===== src/rtl/memmu_cartesian_representation_readback_if.sv =====
// Bus bundle for the MemMU cartesian representation readback block: control, memory read port
// and the outgoing point stream. slave = readback block, master = its environment.
interface memmu_cartesian_representation_readback_if #(
  parameter int ADDR_WIDTH = 19,
  parameter int DATA_WIDTH = 64
);
  logic                  i_start;
  logic [ADDR_WIDTH-1:0] i_num_points;
  logic                  o_busy;
  logic                  o_done;
  logic                  o_mem_rd_en;
  logic [ADDR_WIDTH-1:0] o_mem_rd_addr;
  logic [DATA_WIDTH-1:0] i_mem_rd_data;
  logic                  o_pt_valid;
  logic                  i_pt_ready;
  logic [ADDR_WIDTH-1:0] o_pt_id;
  logic [DATA_WIDTH-1:0] o_pt_data;
  logic                  o_pt_last;

  modport slave (
    input  i_start, i_num_points, i_mem_rd_data, i_pt_ready,
    output o_busy, o_done, o_mem_rd_en, o_mem_rd_addr,
           o_pt_valid, o_pt_id, o_pt_data, o_pt_last
  );

  modport master (
    output i_start, i_num_points, i_mem_rd_data, i_pt_ready,
    input  o_busy, o_done, o_mem_rd_en, o_mem_rd_addr,
           o_pt_valid, o_pt_id, o_pt_data, o_pt_last
  );
endinterface


===== src/rtl/memmu_cartesian_representation_readback.sv =====
// Scans addresses 0..N-1, tracks fixed-latency read returns and streams (id,data,last) through a
// credit-limited FIFO. Optional macro MEMMU_CR_READBACK_SKIP_EMPTY_EN drops all-zero (empty) cells.
module memmu_cartesian_representation_readback #(
  parameter int ADDR_WIDTH  = 19,
  parameter int DATA_WIDTH  = 64,
  parameter int MEM_LATENCY = 2,
  parameter int FIFO_DEPTH  = 4
) (
  input  logic i_SYSTEM_clk,
  input  logic i_SYSTEM_rst,
  memmu_cartesian_representation_readback_if.slave bus
);
  localparam int PTR_W   = $clog2(FIFO_DEPTH);
  localparam int CNT_W   = PTR_W + 1;
  localparam int ENTRY_W = 1 + ADDR_WIDTH + DATA_WIDTH;

  typedef enum logic [1:0] {IDLE = 2'd0, RUN = 2'd1, DRAIN = 2'd2, DONE = 2'd3} stateT;

  stateT                 stateReg, stateNext;
  logic [ADDR_WIDTH-1:0] cntReg, lastAddrReg;
  logic [CNT_W-1:0]      creditReg, fifoCountReg;
  logic [PTR_W-1:0]      wrPtrReg, rdPtrReg;
  logic                  rdEnReg, rdLastReg;
  logic [ADDR_WIDTH-1:0] rdAddrReg;

  logic                  pipeValid [MEM_LATENCY];
  logic                  pipeLast  [MEM_LATENCY];
  logic [ADDR_WIDTH-1:0] pipeId    [MEM_LATENCY];
  logic [ENTRY_W-1:0]    fifoMem   [FIFO_DEPTH];

  logic                  accept, numIsZero, creditOk, issue, issueLast;
  logic                  busy, done, pop, fifoWr, skipRet, retValid, ptValid;
  logic [ADDR_WIDTH-1:0] issueAddr, startLast;
  logic [ENTRY_W-1:0]    headEntry;

  assign accept    = (stateReg == IDLE) && bus.i_start;
  assign numIsZero = (bus.i_num_points == '0);
  assign startLast = bus.i_num_points - ADDR_WIDTH'(1);
  // The accepting cycle already issues address 0 so rd_en appears one cycle after start.
  assign issueAddr = (stateReg == IDLE) ? '0 : cntReg;
  assign issueLast = (issueAddr == ((stateReg == IDLE) ? startLast : lastAddrReg));

  assign ptValid = (fifoCountReg != '0);
  assign pop     = ptValid && bus.i_pt_ready;

  assign retValid = pipeValid[MEM_LATENCY-1];
`ifdef MEMMU_CR_READBACK_SKIP_EMPTY_EN
  assign skipRet = retValid && (bus.i_mem_rd_data == '0);
`else
  assign skipRet = 1'b0;
`endif
  assign fifoWr = retValid && !skipRet;

  // Slots freed this very cycle count toward the budget, sustaining one read per cycle.
  assign creditOk = (int'(creditReg) < FIFO_DEPTH + int'(pop) + int'(skipRet));

  always_ff @(posedge i_SYSTEM_clk or negedge i_SYSTEM_rst) begin
    if (!i_SYSTEM_rst) stateReg <= IDLE;
    else               stateReg <= stateNext;
  end

  always_comb begin
    stateNext = stateReg;
    case (stateReg)
      IDLE: begin
        if (accept) begin
          if (numIsZero)              stateNext = DONE;
          else if (issue && issueLast) stateNext = DRAIN;
          else                        stateNext = RUN;
        end
      end
      RUN:     if (issue && issueLast) stateNext = DRAIN;
      DRAIN:   if (creditReg == '0)    stateNext = DONE;
      DONE:    stateNext = IDLE;
      default: stateNext = IDLE;
    endcase
  end

  always_comb begin
    busy  = (stateReg != IDLE);
    done  = (stateReg == DONE);
    issue = 1'b0;
    if (creditOk) begin
      if (stateReg == RUN)              issue = 1'b1;
      else if (accept && !numIsZero)    issue = 1'b1;
    end
  end

  always_ff @(posedge i_SYSTEM_clk or negedge i_SYSTEM_rst) begin
    if (!i_SYSTEM_rst) begin
      rdEnReg     <= 1'b0;
      rdAddrReg   <= '0;
      rdLastReg   <= 1'b0;
      cntReg      <= '0;
      lastAddrReg <= '0;
      creditReg   <= '0;
    end else begin
      rdEnReg   <= issue;
      rdLastReg <= issue && issueLast;
      if (issue) rdAddrReg <= issueAddr;
      if (accept) begin
        cntReg      <= ADDR_WIDTH'(1);
        lastAddrReg <= startLast;
      end else if (issue) begin
        cntReg <= cntReg + ADDR_WIDTH'(1);
      end
      creditReg <= creditReg + CNT_W'(issue) - CNT_W'(pop) - CNT_W'(skipRet);
    end
  end

  // Return tracker: stage 0 follows the registered read strobe, last stage lines up with read data.
  for (genvar gi = 0; gi < MEM_LATENCY; gi++) begin : gRetPipe
    always_ff @(posedge i_SYSTEM_clk or negedge i_SYSTEM_rst) begin
      if (!i_SYSTEM_rst) begin
        pipeValid[gi] <= 1'b0;
        pipeLast[gi]  <= 1'b0;
        pipeId[gi]    <= '0;
      end else if (gi == 0) begin
        pipeValid[gi] <= rdEnReg;
        pipeLast[gi]  <= rdLastReg;
        pipeId[gi]    <= rdAddrReg;
      end else begin
        pipeValid[gi] <= pipeValid[(gi == 0) ? 0 : gi-1];
        pipeLast[gi]  <= pipeLast[(gi == 0) ? 0 : gi-1];
        pipeId[gi]    <= pipeId[(gi == 0) ? 0 : gi-1];
      end
    end
  end

  always_ff @(posedge i_SYSTEM_clk) begin
    if (fifoWr) fifoMem[wrPtrReg] <= {pipeLast[MEM_LATENCY-1], pipeId[MEM_LATENCY-1], bus.i_mem_rd_data};
  end

  always_ff @(posedge i_SYSTEM_clk or negedge i_SYSTEM_rst) begin
    if (!i_SYSTEM_rst) begin
      wrPtrReg     <= '0;
      rdPtrReg     <= '0;
      fifoCountReg <= '0;
    end else begin
      if (fifoWr) wrPtrReg <= wrPtrReg + PTR_W'(1);
      if (pop)    rdPtrReg <= rdPtrReg + PTR_W'(1);
      fifoCountReg <= fifoCountReg + CNT_W'(fifoWr) - CNT_W'(pop);
    end
  end

  assign headEntry = fifoMem[rdPtrReg];

  assign bus.o_busy        = busy;
  assign bus.o_done        = done;
  assign bus.o_mem_rd_en   = rdEnReg;
  assign bus.o_mem_rd_addr = rdAddrReg;
  assign bus.o_pt_valid    = ptValid;
  assign bus.o_pt_data     = ptValid ? headEntry[DATA_WIDTH-1:0] : '0;
  assign bus.o_pt_id       = ptValid ? headEntry[DATA_WIDTH +: ADDR_WIDTH] : '0;
  assign bus.o_pt_last     = ptValid && headEntry[ENTRY_W-1];
endmodule


===== src/flat_wrapper.sv =====
// flat-port wrapper written by rule: the top's interface ports become plain ports
module memmu_cartesian_representation_readback_flat 
#(
  parameter int ADDR_WIDTH  = 19,
  parameter int DATA_WIDTH  = 64,
  parameter int MEM_LATENCY = 2,
  parameter int FIFO_DEPTH  = 4
)
  (i_SYSTEM_clk, i_SYSTEM_rst, bus_i_start, bus_i_num_points, bus_i_mem_rd_data, bus_i_pt_ready, bus_o_busy, bus_o_done, bus_o_mem_rd_en, bus_o_mem_rd_addr, bus_o_pt_valid, bus_o_pt_id, bus_o_pt_data, bus_o_pt_last);
  memmu_cartesian_representation_readback_if #(.ADDR_WIDTH(ADDR_WIDTH), .DATA_WIDTH(DATA_WIDTH)) bus_i ();
  input  logic i_SYSTEM_clk;
  input  logic i_SYSTEM_rst;
  input wire logic [$bits(bus_i.i_start)-1:0] bus_i_start;
  input wire logic [$bits(bus_i.i_num_points)-1:0] bus_i_num_points;
  input wire logic [$bits(bus_i.i_mem_rd_data)-1:0] bus_i_mem_rd_data;
  input wire logic [$bits(bus_i.i_pt_ready)-1:0] bus_i_pt_ready;
  output wire logic [$bits(bus_i.o_busy)-1:0] bus_o_busy;
  output wire logic [$bits(bus_i.o_done)-1:0] bus_o_done;
  output wire logic [$bits(bus_i.o_mem_rd_en)-1:0] bus_o_mem_rd_en;
  output wire logic [$bits(bus_i.o_mem_rd_addr)-1:0] bus_o_mem_rd_addr;
  output wire logic [$bits(bus_i.o_pt_valid)-1:0] bus_o_pt_valid;
  output wire logic [$bits(bus_i.o_pt_id)-1:0] bus_o_pt_id;
  output wire logic [$bits(bus_i.o_pt_data)-1:0] bus_o_pt_data;
  output wire logic [$bits(bus_i.o_pt_last)-1:0] bus_o_pt_last;
  assign bus_i.i_start = bus_i_start;
  assign bus_i.i_num_points = bus_i_num_points;
  assign bus_i.i_mem_rd_data = bus_i_mem_rd_data;
  assign bus_i.i_pt_ready = bus_i_pt_ready;
  assign bus_o_busy = bus_i.o_busy;
  assign bus_o_done = bus_i.o_done;
  assign bus_o_mem_rd_en = bus_i.o_mem_rd_en;
  assign bus_o_mem_rd_addr = bus_i.o_mem_rd_addr;
  assign bus_o_pt_valid = bus_i.o_pt_valid;
  assign bus_o_pt_id = bus_i.o_pt_id;
  assign bus_o_pt_data = bus_i.o_pt_data;
  assign bus_o_pt_last = bus_i.o_pt_last;
  memmu_cartesian_representation_readback #(.ADDR_WIDTH(ADDR_WIDTH), .DATA_WIDTH(DATA_WIDTH), .MEM_LATENCY(MEM_LATENCY), .FIFO_DEPTH(FIFO_DEPTH)) u_core (.i_SYSTEM_clk(i_SYSTEM_clk), .i_SYSTEM_rst(i_SYSTEM_rst), .bus(bus_i));
endmodule

===== config.mk =====
export PLATFORM = sky130hd
export DESIGN_NAME = memmu_cartesian_representation_readback_flat
export DESIGN_NICKNAME = d
export VERILOG_FILES = /design/src/rtl/memmu_cartesian_representation_readback_if.sv /design/src/rtl/memmu_cartesian_representation_readback.sv /design/src/flat_wrapper.sv
export SDC_FILE = /design/constraint.sdc
export NUM_CORES = 1
export LEC_CHECK = 0
export CORE_MARGIN = 2
export CORE_UTILIZATION = 56
export CTS_CLUSTER_DIAMETER = 30
export DETAILED_ROUTE_END_ITERATION = 16
export HOLD_SLACK_MARGIN = 0.15
export PLACE_DENSITY_LB_ADDON = 0.1
export SYNTH_ARGS = -nofsm -noshare
export SYNTH_HDL_FRONTEND = slang
export SYNTH_SLANG_ARGS = --single-unit
export TNS_END_PERCENT = 1

===== constraint.sdc =====
create_clock -name i_SYSTEM_clk -period 3.7 [get_ports i_SYSTEM_clk]
set_input_delay 0.74 -clock i_SYSTEM_clk [delete_from_list [all_inputs] [get_ports i_SYSTEM_clk]]
set_output_delay 0.74 -clock i_SYSTEM_clk [all_outputs]
set_load 0.02 [all_outputs]

==> flow_metrics.py <==
metrics = {
    "synth": {
        "syn-num-nets": 1119,
        "ys_top_cells_by_area": "edfxtp_1 (57%), dfrtp_1 (16%), mux4_2 (11%), and2_1 (3.2%), nand2_1 (1.5%)",
        "ys_seq_area_share_pct": 72.9,
        "synth_async_sr_flop_share_pct": 25.2,
        "syn_inst": 1013,
        "yosys.area.top_type": "edfxtp_1",
        "syn_area_per_cell_sq_um": 17.5,
        "synth_ff_type": "edfxtp_1",
        "ys_warn_count": 0,
        "syn_area_sq_um": 17700,
        "netlist.area_leader.share_pct": 56.9,
        "yosysUniqueCellTypes": 51,
        "ys_ff_latch": 449,
        "synth_edf_count": 336,
    },
    "layout": {
        "drive_above_1_share_pct": 20.4,
        "final_common_cell": "edfxtp_1",
        "nets": 1388,
        "layout_common_cells": "edfxtp_1 (336), clkdlybuf4s50_1 (192), dfrtp_1 (111)",
        "stdcell_area_sq_um": 23400,
        "final_core_util_pct": 74.4,
        "fillers": 1878,
        "area_growth_pct": 31.9,
        "multi_input_area_sq_um": 4490,
        "ff_latch_area_sq_um": 12900,
    },
    "floorplanning": {
        "core_sq_um": 31400,
        "dieWidth_microns": 182,
        "initial_utilization_pct": 56.4,
        "fp.dieArea_sq_um": 33100,
        "num_rows": 65,
        "io_pins": 194,
        "die_y_microns": 182,
    },
    "power": {
        "leakagePower_uw": 0.00850,
        "p_per_area_nw_per_um2": 970,
        "intPower_uw": 16000,
        "p_sw_uw": 6670,
        "p_sw_share_pct": 29.4,
        "irDropWorstVdd_mv": 0.526,
        "clock_power_share_pct": 34.7,
        "seq_power_share_pct": 34.3,
        "power_frac_comb_pct": 31.0,
    },
    "route": {
        "firstDrtPassIters": 5,
        "avgViaCountPerCell": 5.47,
        "vias": 9617,
        "routed_wl_microns": 34900,
        "routedWlPerCell_microns": 19.9,
        "first_iter_violations": 674,
        "drc": 0,
        "ant_nets": 0,
    },
    "placement": {
        "place_area_sq_um": 20300,
        "hpwl_microns": 20800,
        "io_buffers": 193,
        "place.gp.congestion": 0.853,
    },
    "global_route": {
        "grt_max_degree": 114,
        "antenna_found_initial": 1,
        "grt_pass1_wl_microns": 55500,
        "grt_use_total_pct": 21.8,
        "overflow": 0,
        "grt_pass1_vias": 10200,
    },
    "cts": {
        "clock-sinks": 449,
        "postCtsResizedCells": 0,
        "clk_pin_slew_ns": 0.05,
        "cts_tree": "built",
        "h-tree-depth": 3,
        "insertion_delay_ns": 0.57,
        "cts_made_buffers": 89,
        "clock_path_buffers": 3,
        "cts_root_buffer": "clkbuf_16",
    },
    "sta": {
        "maxSlewHeadroom_pct": 40.7,
        "hold_viol_final": 0,
        "rsz0062_at_grt": "false",
        "setup_viol": 0,
        "setup_tns_ns": 0,
        "whs_ns": 0.249,
        "slew_viol_final": 0,
        "worst_pin_slew_ns": 0.890,
        "final.setup_skew_ns": 0.0125,
        "fin_crit_ns": 3.49,
        "period_share_pct": 94.3,
        "max_freq_mhz": 287,
    },
    "critical_path": {
        "worstPathRequired_ns": 2.96,
        "critPathCaptureType": "output pin",
        "cp.arrival_ns": 2.75,
        "startpoint_type": "register",
        "critPathKind": "reg2out",
        "path_max_fanout": 66,
    },
    "outcome": {
        "outcome": "complete, no violations",
    },
    "flow_run": {
        "drv_cap": 0,
    },
    "worst_hold_path": {
        "min_path_type": "in2async",
    },
}
registers in the layout (all words and copies together), names as in the netlist, 3 cells and up:
| signal | cells |
|---|---|
| u_core.fifoMem | 336 |
| u_core.pipeId | 38 |
| u_core.bus.o_mem_rd_addr | 19 |
| u_core.cntReg | 19 |
| u_core.lastAddrReg | 19 |
| u_core.creditReg | 3 |
| u_core.fifoCountReg | 3 |
power by group through the flow:
stage	Clock, uW	Sequential (uW)	Combinational (uW)
2_1_floorplan	0	7690	4150
3_3_place_gp	0	7820	7030
3_5_place_dp	0	7890	7080
4_1_cts	7990	7830	7120
5_1_grt	8260	7910	7550
6_report	7870	7770	7030
what timing repair did:
item | 4_1_cts | 5_1_grt
setup buffers | 0 | 3
endpoints found under the setup margin | 0 | 5
hold buffers | 0 | 0
worst paths after layout:
| check | from | end | slack, ns | cells after the start |
|---|---|---|---|---|
| hold reg to reg | u_core.pipeId[32]$_DFF_PN0_ | u_core.pipeId[13]$_DFF_PN0_ | 0.34 | 0 |
| max in group asynchronous | i_SYSTEM_rst | u_core.rdPtrReg[1]$_DFFE_PN0P_ | 2.96 | 2 |
| hold / removal | i_SYSTEM_rst | u_core.bus.o_mem_rd_addr[9]$_DFFE_PN0P_ | 0.25 | 2 |
| setup reg to reg | u_core.fifoCountReg[1]$_DFF_PN0_ | u_core.cntReg[17]$_DFFE_PN0P_ | 0.57 | 11 |
| min in group i_SYSTEM_clk | u_core.pipeId[32]$_DFF_PN0_ | u_core.pipeId[13]$_DFF_PN0_ | 0.34 | 0 |
| setup / recovery | u_core.fifoCountReg[1]$_DFF_PN0_ | bus_o_pt_id[4] | 0.21 | 4 |
per-stage QoR:
step                      power, uW  setup WS, ns  std cells
after global placement        14800         0.239       1590
final                         22700         0.212       1758
after floorplan               11800         0.680       1013
after global routing          23700        0.0660       1757
after CTS                     22900        0.0423       1754
after detailed placement      15000         0.186       1590
logic make-up (layout without fill, tap and decap cells):
group	Yosys count	after routing	synth area share, %
other	0	1	0
adders and majority gates	19	19	1.43
and+or+nand+nor	251	251	7.63
AOI/OAI and AO/OA	78	78	2.80
DFF	449	449	72.9
xor gates and xnor gates	53	53	2.62
buffers and inverters	77	419	1.82
muxes	86	86	10.8
cells in the mapped netlist (3+ instances only):
library cell  number
a21oi_1            8
a22o_1             3
a31oi_1            3
and2_1            90
and3_1             4
buf_1              5
buf_2              9
buf_6              3
clkbuf_1          34
dfrtp_1          113
edfxtp_1         336
ha_1              17
inv_1             26
mux4_2            84
nand2_1           72
nand3_1            4
nand4_1            9
nor2_1            29
nor3_1            11
nor4_1            10
o21ai_0           43
o31ai_1            6
or3_1              9
xnor2_1           27
xor2_1            26
worst max-delay path, cell delays in order (launching register included):
cell	delay, ns
dfrtp_1	0.42
or3_2	0.68
buf_12	0.28
and2_1	0.17
clkdlybuf4s50_1	0.60
metal layers:
metal,wire length (microns),vias to the layer above,GRT usage (%)
met5,0,-,0
met4,783,0,7.87
met3,1950,60,4.97
met2,17400,285,35.8
met1,14800,4856,29.2
li1,-,4416,-
cell type report:
type	count	share of cell area [%]
diodes	1	0.0107
clock buffers	112	10.6
clock inverters	52	2.38
inverters	26	0.418
multi-input cells	487	19.2
flip-flops and latches	449	55.3
well taps	402	2.15
repair buffers	229	9.90
Power figures use the tool's default switching activity.
